==> src/rtl/serial_tx_if.sv <==
// ============================================================================
// Module      : serial_tx_if
// Description : Host-side transmit bus for serial_tx. The master modport is
//               the host posting bytes; the slave modport is the transmitter.
//               Signals:
//                 tx_byte  8  data to queue, sampled when tx_load=1
//                 tx_load  1  one-cycle write strobe
//                 tx       1  serial line, idle high
//                 tx_busy  1  frame in progress or bytes still queued
//                 tx_full  1  FIFO full
//                 tx_drop  1  one-cycle pulse: a load was discarded (full)
// Revision    : 1.0 - initial release
// ============================================================================
`default_nettype none

interface serial_tx_if;
    logic [7:0] tx_byte;
    logic       tx_load;
    logic       tx;
    logic       tx_busy;
    logic       tx_full;
    logic       tx_drop;

    modport master (
        output tx_byte,
        output tx_load,
        input  tx,
        input  tx_busy,
        input  tx_full,
        input  tx_drop
    );

    modport slave (
        input  tx_byte,
        input  tx_load,
        output tx,
        output tx_busy,
        output tx_full,
        output tx_drop
    );
endinterface

`default_nettype wire

==> src/rtl/serial_tx.sv <==
// ============================================================================
// Module      : serial_tx
// Description : UART transmitter, 8N1, LSB first, idle-high line. Bytes are
//               posted into a 2**FIFO_AW entry FIFO and sent back to back
//               with no idle gap between frames. Bit period is RCONST+1
//               clk74 cycles, matching the `serial` receiver.
//               Optional feature macro: SERIAL_TX_PARITY_EN adds an even
//               parity bit after the data bits (8E1 frame).
// Ports       : clk74  - system clock
//               reset  - asynchronous, active-high
//               bus    - serial_tx_if.slave (tx_byte, tx_load, tx, tx_busy,
//                        tx_full, tx_drop)
// Parameters  : RCONST  - bit period minus one, in clk74 cycles
//               FIFO_AW - FIFO address width (depth 2**FIFO_AW), >= 1
// Revision    : 1.0 - initial release
// ============================================================================
`default_nettype none

module serial_tx #(
    parameter int RCONST  = 642,
    parameter int FIFO_AW = 2
) (
    input  wire logic   clk74,
    input  wire logic   reset,
    serial_tx_if.slave  bus
);

    localparam int c_DEPTH = 1 << FIFO_AW;
    localparam int c_CW    = (RCONST < 1) ? 1 : $clog2(RCONST + 1);
    localparam logic [c_CW-1:0] c_RMAX = c_CW'(RCONST);

    typedef enum logic [2:0] {
        S_IDLE   = 3'd0,
        S_START  = 3'd1,
        S_DATA   = 3'd2,
        S_STOP   = 3'd3
`ifdef SERIAL_TX_PARITY_EN
        ,
        S_PARITY = 3'd4
`endif
    } state_t;

    // ------------------------------------------------------------------
    // FIFO: pointers carry one extra wrap bit so full and empty are
    // distinguishable without a separate occupancy counter.
    // ------------------------------------------------------------------
    logic [7:0]       r_mem [0:c_DEPTH-1];
    logic [FIFO_AW:0] r_wr;
    logic [FIFO_AW:0] r_rd;
    logic             w_empty;
    logic             w_full;
    logic             w_push;
    logic             w_pop;
    logic [7:0]       w_head;
    logic             r_drop;

    assign w_empty = (r_wr == r_rd);
    assign w_full  = (r_wr[FIFO_AW] != r_rd[FIFO_AW]) &&
                     (r_wr[FIFO_AW-1:0] == r_rd[FIFO_AW-1:0]);
    // Full is judged on the pre-edge pointers, so a pop on the same edge
    // does not rescue a load into a full FIFO.
    assign w_push  = bus.tx_load && !w_full;
    assign w_head  = r_mem[r_rd[FIFO_AW-1:0]];

    always_ff @(posedge clk74) begin
        if (w_push) begin
            r_mem[r_wr[FIFO_AW-1:0]] <= bus.tx_byte;
        end
    end

    always_ff @(posedge clk74 or posedge reset) begin
        if (reset) begin
            r_wr   <= '0;
            r_rd   <= '0;
            r_drop <= 1'b0;
        end else begin
            if (w_push) begin
                r_wr <= r_wr + 1'b1;
            end
            if (w_pop) begin
                r_rd <= r_rd + 1'b1;
            end
            r_drop <= bus.tx_load && w_full;
        end
    end

    // ------------------------------------------------------------------
    // Frame FSM
    // ------------------------------------------------------------------
    state_t          r_state;
    state_t          w_state_nx;
    logic [c_CW-1:0] r_cnt;
    logic [c_CW-1:0] w_cnt_nx;
    logic [2:0]      r_bit;
    logic [2:0]      w_bit_nx;
    logic [7:0]      r_shift;
    logic [7:0]      w_shift_nx;
    logic            r_tx;
    logic            w_tx_nx;
    logic            w_bit_end;

    assign w_bit_end = (r_cnt == c_RMAX);

`ifdef SERIAL_TX_PARITY_EN
    logic r_par;
    logic w_par_nx;
`endif

    always_ff @(posedge clk74 or posedge reset) begin
        if (reset) begin
            r_state <= S_IDLE;
            r_cnt   <= '0;
            r_bit   <= '0;
            r_shift <= '0;
            r_tx    <= 1'b1;
`ifdef SERIAL_TX_PARITY_EN
            r_par   <= 1'b0;
`endif
        end else begin
            r_state <= w_state_nx;
            r_cnt   <= w_cnt_nx;
            r_bit   <= w_bit_nx;
            r_shift <= w_shift_nx;
            r_tx    <= w_tx_nx;
`ifdef SERIAL_TX_PARITY_EN
            r_par   <= w_par_nx;
`endif
        end
    end

    always_comb begin
        w_state_nx = r_state;
        w_cnt_nx   = w_bit_end ? '0 : r_cnt + 1'b1;
        w_bit_nx   = r_bit;
        w_shift_nx = r_shift;
        w_tx_nx    = r_tx;
        w_pop      = 1'b0;
`ifdef SERIAL_TX_PARITY_EN
        w_par_nx   = r_par;
`endif

        case (r_state)
            S_IDLE: begin
                // Hold the counter at zero so the start bit is full length.
                w_cnt_nx = '0;
                if (!w_empty) begin
                    w_pop      = 1'b1;
                    w_shift_nx = w_head;
                    w_tx_nx    = 1'b0;
                    w_state_nx = S_START;
`ifdef SERIAL_TX_PARITY_EN
                    w_par_nx   = ^w_head;
`endif
                end
            end

            S_START: begin
                if (w_bit_end) begin
                    w_tx_nx    = r_shift[0];
                    w_bit_nx   = 3'd0;
                    w_state_nx = S_DATA;
                end
            end

            S_DATA: begin
                if (w_bit_end) begin
                    if (r_bit == 3'd7) begin
`ifdef SERIAL_TX_PARITY_EN
                        w_tx_nx    = r_par;
                        w_state_nx = S_PARITY;
`else
                        w_tx_nx    = 1'b1;
                        w_state_nx = S_STOP;
`endif
                    end else begin
                        // shift[1] becomes shift[0] at this edge.
                        w_tx_nx    = r_shift[1];
                        w_shift_nx = {1'b0, r_shift[7:1]};
                        w_bit_nx   = r_bit + 3'd1;
                    end
                end
            end

`ifdef SERIAL_TX_PARITY_EN
            S_PARITY: begin
                if (w_bit_end) begin
                    w_tx_nx    = 1'b1;
                    w_state_nx = S_STOP;
                end
            end
`endif

            S_STOP: begin
                if (w_bit_end) begin
                    if (!w_empty) begin
                        // Chain straight into the next start bit.
                        w_pop      = 1'b1;
                        w_shift_nx = w_head;
                        w_tx_nx    = 1'b0;
                        w_state_nx = S_START;
`ifdef SERIAL_TX_PARITY_EN
                        w_par_nx   = ^w_head;
`endif
                    end else begin
                        w_state_nx = S_IDLE;
                    end
                end
            end

            default: begin
                w_state_nx = S_IDLE;
                w_tx_nx    = 1'b1;
            end
        endcase
    end

    assign bus.tx      = r_tx;
    assign bus.tx_busy = (r_state != S_IDLE) || !w_empty;
    assign bus.tx_full = w_full;
    assign bus.tx_drop = r_drop;

endmodule

`default_nettype wire

==> src/flat_wrapper.sv <==
// flat-port wrapper written by rule: the top's interface ports become plain ports
module serial_tx_flat 
#(
    parameter int RCONST  = 642,
    parameter int FIFO_AW = 2
)
  (clk74, reset, bus_tx_byte, bus_tx_load, bus_tx, bus_tx_busy, bus_tx_full, bus_tx_drop);
  serial_tx_if bus_i ();
  input  wire logic clk74;
  input  wire logic reset;
  input wire logic [$bits(bus_i.tx_byte)-1:0] bus_tx_byte;
  input wire logic [$bits(bus_i.tx_load)-1:0] bus_tx_load;
  output wire logic [$bits(bus_i.tx)-1:0] bus_tx;
  output wire logic [$bits(bus_i.tx_busy)-1:0] bus_tx_busy;
  output wire logic [$bits(bus_i.tx_full)-1:0] bus_tx_full;
  output wire logic [$bits(bus_i.tx_drop)-1:0] bus_tx_drop;
  assign bus_i.tx_byte = bus_tx_byte;
  assign bus_i.tx_load = bus_tx_load;
  assign bus_tx = bus_i.tx;
  assign bus_tx_busy = bus_i.tx_busy;
  assign bus_tx_full = bus_i.tx_full;
  assign bus_tx_drop = bus_i.tx_drop;
  serial_tx #(.RCONST(RCONST), .FIFO_AW(FIFO_AW)) u_core (.clk74(clk74), .reset(reset), .bus(bus_i));
endmodule
==> config.mk <==
export PLATFORM = sky130hd
export DESIGN_NAME = serial_tx_flat
export DESIGN_NICKNAME = d
export VERILOG_FILES = /design/src/rtl/serial_tx_if.sv /design/src/rtl/serial_tx.sv /design/src/flat_wrapper.sv
export SDC_FILE = /design/constraint.sdc
export NUM_CORES = 1
export LEC_CHECK = 0
export BUFFER_PORTS_ARGS = -buffer_cell sky130_fd_sc_hd__buf_2
export CORE_ASPECT_RATIO = 1.2
export CORE_MARGIN = 1.5
export CORE_UTILIZATION = 30
export CTS_CLUSTER_SIZE = 8
export DETAILED_ROUTE_END_ITERATION = 7
export SYNTH_ARGS = -nofsm -noshare
export SYNTH_HDL_FRONTEND = slang
export SYNTH_SLANG_ARGS = --single-unit
==> constraint.sdc <==
create_clock -name clk74 -period 2.95 [get_ports clk74]
set_input_delay 0.1475 -clock clk74 [delete_from_list [all_inputs] [get_ports clk74]]
set_output_delay 0.1475 -clock clk74 [all_outputs]
set_load 0.02 [all_outputs]
**After elaboration in Yosys (flattened, before gate mapping)**

Memory sizes are Yosys's and may differ from the RTL's.
Index checks and enable logic that the tools add are counted.

- Magnitude comparators: 0
- Bitwise operators: 0
- Shifts and indexed selects: 0
- Reduce and logical (&&, ||, !) cells: 14
- Divide/modulo/power cells: 0
- $mul: 0
- Multiplexer cells: 29
- Add/subtract/negate cells: 4
- Eq/ne operators: 14

Operators with widths:

| kind | count |
|---|---|
| 8-bit 2-to-1 mux | 4 |
| 3-bit 2-to-1 mux | 8 |
| 8-bit case mux with 3 select lines | 1 |
| 10-bit 2-to-1 mux | 2 |
| 3-bit case mux with 4 select lines | 1 |
| 10-bit by 1-bit adder with 10-bit output (second input constant) | 1 |
| 10-bit equality test (second input constant) | 1 |
| 1-bit 2-to-1 mux | 10 |
| 3-bit by 1-bit adder with 3-bit output (second input constant) | 3 |
| 2-bit by 1-bit != test with 1-bit output (second input constant) | 4 |
| 4-bit AND reduction | 2 |
| 3-bit by 2-bit equality test with 1-bit output (second input constant) | 2 |
| 3-bit case mux with 2 select lines | 1 |
| 3-bit nonzero test | 2 |
| 5-bit AND reduction | 1 |
| 2-bit != test (second input constant) | 2 |
| 1-bit case mux with 4 select lines | 1 |
| 3-bit by 1-bit equality test with 1-bit output (second input constant) | 1 |
| 3-bit equality test | 1 |
| 3-bit equality test (second input constant) | 1 |
| 1-bit logical AND | 3 |
| 3-bit logical NOT | 1 |
| 3-bit AND reduction | 1 |
| 2-bit equality test | 1 |
| other kinds (5) | 6 |

- Word-level logic and storage cells: 70
- Output and inout bits: 4
- Latch bits: 0
- ROM bits: 0
- Memories: 1
- Input bits: 11
- Bits in writable memories: 32
- Flip-flop bits (word level): 32

Memories:

| name | depth | width | rd ports | clocked after Yosys merged registers in | write ports | line | text |
|---|---|---|---|---|---|---|---|
| u_core.r_mem | 4 | 8 | 1 | 0 | 1 | serial_tx.sv:47 | `logic [7:0] r_mem [0:c_DEPTH-1];` |

**Longest topological paths before layout**

- Depth in word-level cells: 6
- Gate-level depth with buffers: 7
- Gate-level depth less buffers: 6

**Worst setup path before layout**

No wires, ideal clock.

- Path type: register -> register
- Start: register u_core.r_state[0]
- End: register u_core.r_shift[1]
- Path slack: 760 ps
- Data required time: 2,825 ps
- Arrival: 2,065 ps
- Path buffers: 1
- Library setup time: 125 ps
- Clock period less this slack: 2,190 ps
- Cell stages (with the launch flop): 8
- Cell sequence: dfrtp_1 -> inv_1 -> ha_1 -> buf_2 -> nor3_1 -> a31oi_1 -> a2111oi_4 -> mux2_2

- Longest elaborated chain between the ends: 3
- Elaborated cells between the ends (all ways): 9
- Those cells by class: eq/ne: 5; mux: 1; reduce/logical: 3

Ends and longest elaborated chain:

| what | line | text |
|---|---|---|
| from (decl) | serial_tx.sv:90 | `state_t r_state;` |
| from (signal assigned) | serial_tx.sv:120 | `r_state <= w_state_nx;` |
| 3-bit by 2-bit equality test with 1-bit output or 3-bit logical NOT (tied branches) | serial_tx.sv:142 | `case (r_state)` |
| 2-bit != test (no line) (tied with other cells) | -- |  |
| 4-bit AND reduction (no line) | -- |  |
| to (signal assigned) | serial_tx.sv:123 | `r_shift <= w_shift_nx;` |
| to (decl) | serial_tx.sv:96 | `logic [7:0] r_shift;` |

Several ways; a longest one is shown, not always the timed one.
A chain may end at the register's enable or synchronous reset.

**Worst setup path in the final report**

- Start: register u_core.r_cnt[0]
- End: register u_core.r_shift[7]

- Longest elaborated chain between the ends: 3
- Elaborated cells between the ends (all ways): 4
- Those cells by class: eq/ne: 3; reduce/logical: 1

Ends and longest elaborated chain:

| what | line | text |
|---|---|---|
| from (decl) | serial_tx.sv:92 | `logic [c_CW-1:0] r_cnt;` |
| from (signal assigned) | serial_tx.sv:121 | `r_cnt <= w_cnt_nx;` |
| 10-bit equality test * | serial_tx.sv:102 | `assign w_bit_end = (r_cnt == c_RMAX);` |
| 2-bit by 1-bit != test with 1-bit output (no line) | -- |  |
| 4-bit AND reduction (no line) * | -- |  |

Every way passes the cells marked *; elsewhere a longest branch is shown, timed or not.

==> results.yml <==
timing:
  final-setup-viol-count: 0
  tns_ps: 0
  finalMaxSlewViolations: 0
  slew_headroom_pct: 57.3
  finalHoldViolations: 0
  final.setup.worst_slack_ps: 609
  min_period_ps: 2340
  worst_pin_slew_ps: 640
  skew_ps: 6.45
  rsz0062_at_grt: "false"
  clock.fmax_mhz: 427
  post-route-period-util_pct: 79.4
power:
  p_comb_share_pct: 32.1
  power_mw: 3.83
  power.leakage_nw: 1.36
  clkPwrFrac_pct: 31.7
  power.internal_mw: 2.65
  switching_share_pct: 30.9
  pwr-share-seq_pct: 36.2
  powerDensity_nw_per_um2: 1100
  vdd_drop_max_uv: 450
  p_sw_mw: 1.18
cells_and_area:
  final_cell_area_um2: 3470
  finalCoreUtilization_pct: 36.6
  multi_input_area_um2: 1090
  drive_gt1_share_pct: 26.5
  fillCellCount: 936
  register_area_um2: 1740
  layout_common_cells: "edfxtp_1, dfrtp_1, mux2_2"
  area_delta_synth_final_pct: 20.0
  finalNetCount: 249
  final_common_cell: "edfxtp_1"
  diodes: 0
clock_tree:
  h-tree-depth: 3
  cts_setup_buffers: 0
  cts.sink_count: 63
  cts_buffer_depth: 2
  clk_latency_ps: 330
  root_buffer: "clkbuf_16"
  path_clk_slew_ps: 60
  cts_tree: "done"
  cts_buffers: 9
synthesis:
  synth-edff-count: 32
  ys_ff_latch: 63
  synth_warnings: 0
  ys_async_sr_fraction_pct: 49.2
  seq_area_frac_synth_pct: 60.1
  syn_nets: 226
  synth_cell_types: 36
  syn_area_per_cell_um2: 14.3
  synth_area_um2: 2890
  netlist_instances: 202
  synth-main-ff-cell: "edfxtp_1"
route:
  wl_per_cell_um: 13.6
  via_count: 1606
  drc: 0
  drt_first_pass_iters: 4
  drtAntennaViolNets: 0
  postRouteWirelength_um: 4800
  viasPerCell: 4.55
  initialDrtViolationCount: 47
die:
  fp-row-count: 39
  initial_utilization_pct: 30.5
  num_io_pins: 15
  die_h_um: 111
  fp.dieW_um: 92.6
  die-area_um2: 10200
  core-area_um2: 9470
setup_path:
  slowest_delay_ps: 680
  crit_fanout: 8
  worstPathRequired_ps: 3160
  crit_start: "u_core.r_cnt[0]"
  path_class: "reg -> reg"
  crit_arrival_ps: 2550
  reg2reg_from: "u_core.r_cnt[0]"
  path_cells: "inv_1 -> ha_1 -> and4bb_1 -> a31oi_1 -> a2111oi_4 -> mux2_2"
  endpoint_kind: "flop"
  cp_slowest_cell: "a2111oi_4"
  start_kind: "flop"
run_status:
  status: "complete, no violations"
place:
  place_congestion: 0.771
  pre_cts_ws_ps: 613
  place_area_um2: 3110
  portBuffers: 14
  dp_hpwl_um: 3280
grt:
  grt_pass1_wl_um: 8180
  grt_pass1_vias: 1670
  grt_usage_pct: 10.6
  antenna_found_initial: 0
  grt_overflow: 0
  grt_max_degree: 32
min_path:
  min_path_type: "in -> reg"
  min_from: "bus_tx_byte[3]"
job:
  maxCapViolCount: 0
## worst paths after layout
| path | to | slack, ps | cells past startpoint |
|---|---|---|---|
| worst max-delay path | u_core.r_shift[7] | 610 | 6 |
| worst min-delay path | u_core.r_mem[2][3] | 40 | 1 |
| worst max register to register | u_core.r_shift[7] | 610 | 6 |
| worst min register to register | u_core.r_rd[2] | 490 | 1 |
| max in group asynchronous | u_core.bus.tx | 2160 | 4 |
| min in group asynchronous | u_core.r_cnt[5] | 450 | 4 |
## synth_stat cells, drive strengths merged, types with 3 or more instances
cell	instances	area share, %
inv	10	1.3
ha	13	5.6
and2	5	1.1
a22o	3	0.91
edfxtp	32	33
nor2	14	1.8
clkbuf	3	0.39
nand4	4	0.87
xnor2	10	3.0
dfrtp	30	26
nor3	3	0.52
nand3	4	0.69
mux4	8	6.2
nand2	8	1.0
xor2	7	2.1
buf	3	0.52
mux2	17	6.6
o21ai	6	1.0
## kinds of logic after synthesis
family | count (synthesis) | share of synthesized area (%)
buffers and inverters | 16 | 2.21
flip-flops | 63 | 60.1
multiplexers | 25 | 12.9
AND/OR/NAND/NOR | 49 | 8.92
adder cells (fa/ha/maj) | 13 | 5.63
XOR/XNOR | 17 | 5.15
AO/OA/AOI/OAI | 19 | 5.11
## power groups by stage
stage	clock, mW	sequential, mW	combinational [mW]
6_report	1.21	1.39	1.23
5_1_grt	1.28	1.42	1.37
4_1_cts	1.24	1.39	1.25
3_5_place_dp	0	1.41	1.25
3_3_place_gp	0	1.40	1.22
2_1_floorplan	0	1.34	1.02
## per-stage QoR
stage	std cells	hold WS, ps
detailed placement	336	256
CTS	353	24.1
finish	353	39.1
global placement	336	248
floorplan	202	246
global route	353	32.8
## worst max-delay path: cells and delay by family, from the launching register on
family / cells / cell delay [ps]
compound gates: 2 / 900
flops: 1 / 410
mux: 1 / 400
simple gates: 1 / 300
fa+ha+maj: 1 / 130
buf+inv: 1 / 80
## what timing repair did
item | CTS | global route
endpoints found under the hold margin | 30 | 0
hold buffers | 1 | 0
gates resized for setup | 0 | 0
## area by class of cell
type	count	area share, %
Clock buffer	9	6.50
Clock inverter	7	3.50
Tap cell	123	4.44
Sequential cell	63	50.1
Timing Repair Buffer	18	2.96
Inverter	10	1.08
Multi-Input combinational cell	123	31.4
## metal layers
metal	part of all wire, %	global-route usage (%)	wire [µm]	vias up
met5	0	0	0	-
met4	0.96	4.62	46	0
met3	3.0	3.72	142	5
met2	49	15.7	2360	19
met1	47	13.8	2250	789
li1	-	-	-	793
## sequential cells by signal, summed over array words and instances (netlist names)
register            cells
u_core.bus.tx           1
u_core.bus.tx_drop      1
u_core.r_bit            3
u_core.r_cnt           10
u_core.r_mem           32
u_core.r_rd             3
u_core.r_shift          8
u_core.r_state          2
u_core.r_wr             3
(Power assumes the default switching activity.)
